<file path="config.mk">
export PLATFORM = sky130hd
export DESIGN_NAME = gf2_poly_divider_seq
export DESIGN_NICKNAME = d
export VERILOG_FILES = /design/src/rtl/gf2_pkg.sv /design/src/rtl/gf2_div_step.sv /design/src/rtl/gf2_poly_divider_seq.sv
export SDC_FILE = /design/constraint.sdc
export NUM_CORES = 1
export LEC_CHECK = 0
export ABC_CLOCK_PERIOD_IN_PS = 1930
export BUFFER_PORTS_ARGS = -buffer_cell sky130_fd_sc_hd__buf_2
export CAP_MARGIN = 5
export CORE_AREA = 5 5 96 71
export CTS_CLUSTER_SIZE = 40
export DETAILED_ROUTE_END_ITERATION = 10
export DIE_AREA = 0 0 101 76
export GPL_TIMING_DRIVEN = 0
export PLACE_DENSITY = 0.71
export REMOVE_ABC_BUFFERS = 1
export SLEW_MARGIN = 30
export SYNTH_ARGS = -nofsm -noshare
export SYNTH_HDL_FRONTEND = slang
export SYNTH_SLANG_ARGS = --single-unit
</file>
<file path="constraint.sdc">
create_clock -name clk -period 1.93 [get_ports clk]
set_input_delay 0.2895 -clock clk [delete_from_list [all_inputs] [get_ports clk]]
set_output_delay 0.2895 -clock clk [all_outputs]
set_load 0.05 [all_outputs]
</file>
<file path="src/rtl/gf2_pkg.sv">
// Shared definitions for the GF(2) polynomial divider: default widths, FSM states
// and the divisor leading-term priority encoder.
package gf2_pkg;

  localparam int DW = 8;
  localparam int NW = 2 * DW - 1;
  localparam int KW = $clog2(DW);

  typedef enum logic [1:0] {
    IDLE,
    LOAD,
    RUN,
    DONE
  } state_t;

  typedef struct packed {
    logic [KW-1:0] k;
    logic          zero;
  } msb_t;

  // Highest set bit of d; the last hit in an ascending scan wins.
  function automatic msb_t msb_index(input logic [DW-1:0] d);
    msb_t res;
    res.k    = '0;
    res.zero = 1'b1;
    for (int i = 0; i < DW; i++) begin
      if (d[i]) begin
        res.k    = KW'(i);
        res.zero = 1'b0;
      end
    end
    return res;
  endfunction

endpackage

</file>
<file path="src/rtl/gf2_div_step.sv">
// One long-division step over GF(2): shift the next dividend bit into the partial
// remainder, and subtract (XOR) the divisor when the leading term lands on x^k.
module gf2_div_step
  import gf2_pkg::*;
#(
  parameter int W  = DW,
  parameter int KB = KW
) (
  input  logic [W-1:0]  r,
  input  logic          b,
  input  logic [W-1:0]  d,
  input  logic [KB-1:0] k,
  output logic [W-1:0]  r_next,
  output logic          qb
);

  logic [W-1:0] t;

  // NOTE: each output gets a value on every path through the block, so no latch is inferred.
  always_comb begin
    t      = {r[W-2:0], b};
    qb     = t[k];
    r_next = qb ? (t ^ d) : t;
  end

endmodule

</file>
<file path="src/rtl/gf2_poly_divider_seq.sv">
// Sequential GF(2) polynomial long divider: n = clmul(q,d) ^ r with deg(r) < deg(d),
// one quotient bit per cycle, MSB first, behind valid/ready handshakes.
module gf2_poly_divider_seq #(
  parameter int DW = 8,
  parameter int NW = 2 * DW - 1
) (
  input  logic          clk,
  input  logic          rst_n,
  input  logic          in_valid,
  output logic          in_ready,
  input  logic [NW-1:0] in_n,
  input  logic [DW-1:0] in_d,
  output logic          out_valid,
  input  logic          out_ready,
  output logic [NW-1:0] out_q,
  output logic [DW-1:0] out_r,
  output logic          out_dz
);

  import gf2_pkg::*;

  localparam int KBW = $clog2(DW);
  localparam int CW  = $clog2(NW);

  state_t          state;
  logic [NW-1:0]   n_reg;
  logic [DW-1:0]   d_reg;
  logic [KBW-1:0]  k_reg;
  logic [CW-1:0]   cnt;
  logic [DW-1:0]   r_next;
  logic            qb;
  msb_t            msb;

  assign msb = msb_index(d_reg);

  gf2_div_step #(
    .W  (DW),
    .KB (KBW)
  ) u_step (
    .r      (out_r),
    .b      (n_reg[cnt]),
    .d      (d_reg),
    .k      (k_reg),
    .r_next (r_next),
    .qb     (qb)
  );

  // NOTE: state registers use non-blocking assignments so every register sees
  // pre-edge values; the operand registers are reset too, which keeps a mid-run
  // abort fully deterministic.
  always_ff @(posedge clk) begin
    if (!rst_n) begin
      state     <= IDLE;
      in_ready  <= 1'b0;
      out_valid <= 1'b0;
      out_q     <= '0;
      out_r     <= '0;
      out_dz    <= 1'b0;
      n_reg     <= '0;
      d_reg     <= '0;
      k_reg     <= '0;
      cnt       <= '0;
    end else begin
      case (state)
        IDLE: begin
          in_ready <= 1'b1;
          if (in_valid && in_ready) begin
            n_reg    <= in_n;
            d_reg    <= in_d;
            out_q    <= '0;
            out_r    <= '0;
            out_dz   <= 1'b0;
            in_ready <= 1'b0;
            state    <= LOAD;
          end
        end
        LOAD: begin
          if (msb.zero) begin
            out_dz <= 1'b1;
            state  <= DONE;
          end else begin
            k_reg <= msb.k;
            cnt   <= CW'(NW - 1);
            state <= RUN;
          end
        end
        RUN: begin
          out_q <= {out_q[NW-2:0], qb};
          out_r <= r_next;
          if (cnt == '0) state <= DONE;
          else           cnt   <= cnt - 1'b1;
        end
        DONE: begin
          // out_valid rises one cycle after entering DONE and drops on the handshake edge.
          if (out_valid && out_ready) begin
            out_valid <= 1'b0;
            in_ready  <= 1'b1;
            state     <= IDLE;
          end else begin
            out_valid <= 1'b1;
          end
        end
        default: state <= IDLE;
      endcase
    end
  end

endmodule

</file>
==> results by group <==
Floorplan
  • Die height: between 70 and 80 um
  • Die ar.: between 0.007 and 0.008 mm^2
  • # IOs: 53
  • Starting Density: 46.9%
  • # rows: 24
  • Die width: 101 um
  • Core area: 0.00592 mm^2

Clock network
  • Clock Tree Buf Depth: 2
  • Sink Count: 58
  • Root Buffer: clkbuf_8
  • CTS tree: yes
  • Clk_lat worst skew: about 0.33 ns
  • H-tree depth: 3
  • Clk slew on worst S/H paths: about 0.060 ns
  • Num CTS Buffers: 9

Min path
  • Type of the tightest min-delay check: in2reg
  • Worst Hold End: out_valid
  • Hold path startpoint: out_ready
  • Hold path cells: 2

Worst setup path
  • WP buf/inv: 0
  • R2r endpoint: out_r[6]
  • CP endpoint kind: register
  • Worst reg-to-reg path cell count: 5
  • Critical setup path kind: reg2reg
  • CP startpoint kind: register
  • Critical Path AT: 2.10 ns
  • R2R Setup Slk: 0.07 ns
  • Required @ worst endpoint: 2.18 ns
  • Worst R2R Start: cnt[1]
  • Cell chain of the critical path: mux4_2, o22ai_2, o22ai_4, o21a_4, o221ai_2
  • CP max stage cell: mux4_2
  • Largest stage delay, worst path: 0.52 ns
  • Peak fanout along the critical path: 10
  • Crit path max-delay family: compound AO/OA/AOI/OAI gates

Power
  • Leak: 1.27 nW
  • Sw Share: 37.8%
  • Int Power: 0.00263 W
  • Reg power frac: between 30% and 40%
  • Peak VDD IR: 0.467 mV
  • Clock share of power: 25.9%
  • Net Switching: 0.00160 W
  • Logic gate share of total power: between 30% and 40%
  • PwrDens: 1230 mW/mm^2

Cells and area
  • ANT cells: 0
  • Fillcell total: 536
  • Share of layout cells above drive strength 1: between 30% and 40%
  • Layout area overhead: 23.6%
  • Nets: 394
  • Final core utilization: 58.0%
  • Most frequent cells in the layout: 54 x nand2_1, 54 x dfxtp_1, 52 x buf_2

Run status
  • Outcome: finished clean

Detailed routing
  • Routed length per instance: between 15 and 20 um
  • Post-route DRC: 0
  • Vias/cell: between 5 and 6
  • TritonRoute pass-1 iters: 4
  • WL met3: 523 um
  • Antenna viol nets, final: 0
  • First-iteration detailed-routing DRC count: 159
  • Wl on met1: 3.14 mm
  • Routed wl met2: 3.24 mm
  • Via count of the routed design: 2499
  • Detailed Route WL: 6.95 mm
  • DR top layer: met4

Synth
  • Sequential cell area fraction in the yosys report: 41.9%
  • Most used DFF post-synth: dfxtp_1
  • FFs w/ async S/R, synth: 0%
  • EDFF count, synth: 0
  • Yosys cell types: 44
  • Yosys warns: 0
  • Cells after synthesis: roughly 320
  • Syn Area/Cell: between 8 and 9 um^2
  • Yosys reg bits: 58
  • Mapped Area: 0.00277 mm^2

STA
  • Setup Skew: about 0.0055 ns
  • Worst hold slack: 0.194 ns
  • Unrepaired setup endpoints after global routing: true
  • Final Setup Violations: 0
  • Maximum clock frequency: 0.539 GHz
  • Final hold vios: 0
  • Slew Limit Fails: 0
  • Tmin final: 1.86 ns
  • Period Utilization, post-route: 96.2%
  • Slew @ Worst Pin: 0.695 ns
  • Max_slew headroom: a little over half

GRT
  • Vias in the first global route: 2344
  • Antenna violations before repair: 0
  • Maximum number of pins on one net before global-route repair: 58
  • First-pass GRT wire length: 11.5 mm
  • All-Layer GR Usage: 18.7%
  • Grt ovf: 0

Place
  • HPWL Detailed: 4.38 mm
  • Buffers on Ports: 52
  • Final GP Congestion: between 0.7 and 0.8

Job
  • Max Cap Viol: 0
==> Yosys cell counts (2+ instances only) <==
| library cell | count | area, um^2 |
|---|---|---|
| clkbuf_1 | 19 | 71.3 |
| mux4_2 | 5 | 113 |
| ha_1 | 5 | 62.6 |
| mux2_1 | 3 | 33.8 |
| a32oi_1 | 7 | 61.3 |
| nor2b_1 | 3 | 18.8 |
| nor2_1 | 24 | 90.1 |
| a22oi_1 | 14 | 105 |
| nor4b_1 | 7 | 61.3 |
| inv_1 | 14 | 52.6 |
| dfxtp_1 | 58 | 1160 |
| buf_1 | 3 | 11.3 |
| o21ai_0 | 6 | 30.0 |
| nand2_1 | 54 | 203 |
| and2_1 | 2 | 12.5 |
| nand3_1 | 11 | 55.1 |
| o21a_1 | 2 | 15.0 |
| o211ai_1 | 9 | 67.6 |
| xnor2_1 | 2 | 17.5 |
| mux2i_1 | 2 | 20.0 |
| a311oi_1 | 2 | 17.5 |
| nor4_1 | 2 | 12.5 |
| a31oi_1 | 3 | 18.8 |
| nand2b_1 | 4 | 25.0 |
| o221ai_2 | 7 | 105 |
| a21oi_1 | 30 | 150 |
==> logic make-up (layout without fill, tap and decap cells) <==
| logic type | count (synthesis) | in the layout | synth area share (%) |
|---|---|---|---|
| simple gates | 112 | 112 | 18.5 |
| compound gates | 89 | 90 | 24.1 |
| flops | 58 | 58 | 41.9 |
| buf+inv | 38 | 85 | 5.46 |
| mux | 12 | 13 | 7.22 |
| fa+ha+maj | 5 | 5 | 2.26 |
| xor+xnor | 2 | 2 | 0.632 |
==> power groups by stage <==
stage / logic, W / registers [W] / clock network (W)
after floorplan: 0.000928 / 0.00157 / 0
after global placement: 0.00126 / 0.00153 / 0
after detailed placement: 0.00135 / 0.00154 / 0
after CTS: 0.00146 / 0.00152 / 0.00112
after global routing: 0.00172 / 0.00158 / 0.00119
final: 0.00159 / 0.00155 / 0.00109
==> worst max path at each step <==
stage                     startpoint  endpoint  depth (start not counted)
after floorplan             in_ready  out_r[1]                          5
after global placement      state[0]  out_r[1]                          7
after detailed placement    state[0]  out_r[6]                          6
after CTS                     cnt[1]  out_r[6]                          5
after global routing        state[0]  out_r[7]                          8
final                         cnt[1]  out_r[6]                          5
==> metal layers <==
| metal | vias up | GRT usage, % |
|---|---|---|
| met5 | - | 0 |
| met4 | 0 | 6.24 |
| met3 | 4 | 5.22 |
| met2 | 78 | 27.9 |
| met1 | 1175 | 25.9 |
| li1 | 1242 | - |
==> stage by stage <==
| stage | setup TNS [ns] | total power [W] | setup WS, ns | instance area (um^2) | instances |
|---|---|---|---|---|---|
| global placement | -35.27 | 0.00279 | -1.26 | 3030 | 422 |
| global route | -0.0349 | 0.00449 | -0.0169 | 3430 | 443 |
| detailed placement | -7.31 | 0.00289 | -0.355 | 3080 | 423 |
| finish | 0 | 0.00423 | 0.0737 | 3430 | 443 |
| CTS | 0 | 0.00410 | 0.0161 | 3330 | 441 |
| floorplan | -13.60 | 0.00250 | -0.772 | 2670 | 292 |
==> timing repair <==
item,in CTS,in global routing
setup endpoints to repair,30,20
hold buffers,0,0
cloned,1,1
resized for setup,9,15
pin swaps,0,2
setup buffers,3,1
==> worst reg2reg max path, delay by kind of cell, from the launching register on <==
| family | cells | cell delay, ns |
|---|---|---|
| flops | 1 | 0.41 |
| compound gates | 4 | 0.84 |
| mux | 1 | 0.52 |
==> final cells by class <==
cell class | count | area, um^2 | area share [%]
multi-input cells | 222 | 1600 | 46.6
flip-flops and latches | 58 | 1170 | 34.1
repair buffers | 57 | 318 | 9.27
clock buffers | 11 | 151 | 4.42
well taps | 78 | 97.6 | 2.85
inverters | 14 | 55.1 | 1.61
clock inverters | 3 | 40.0 | 1.17
Note: power is estimated with default switching activity, not from simulation.
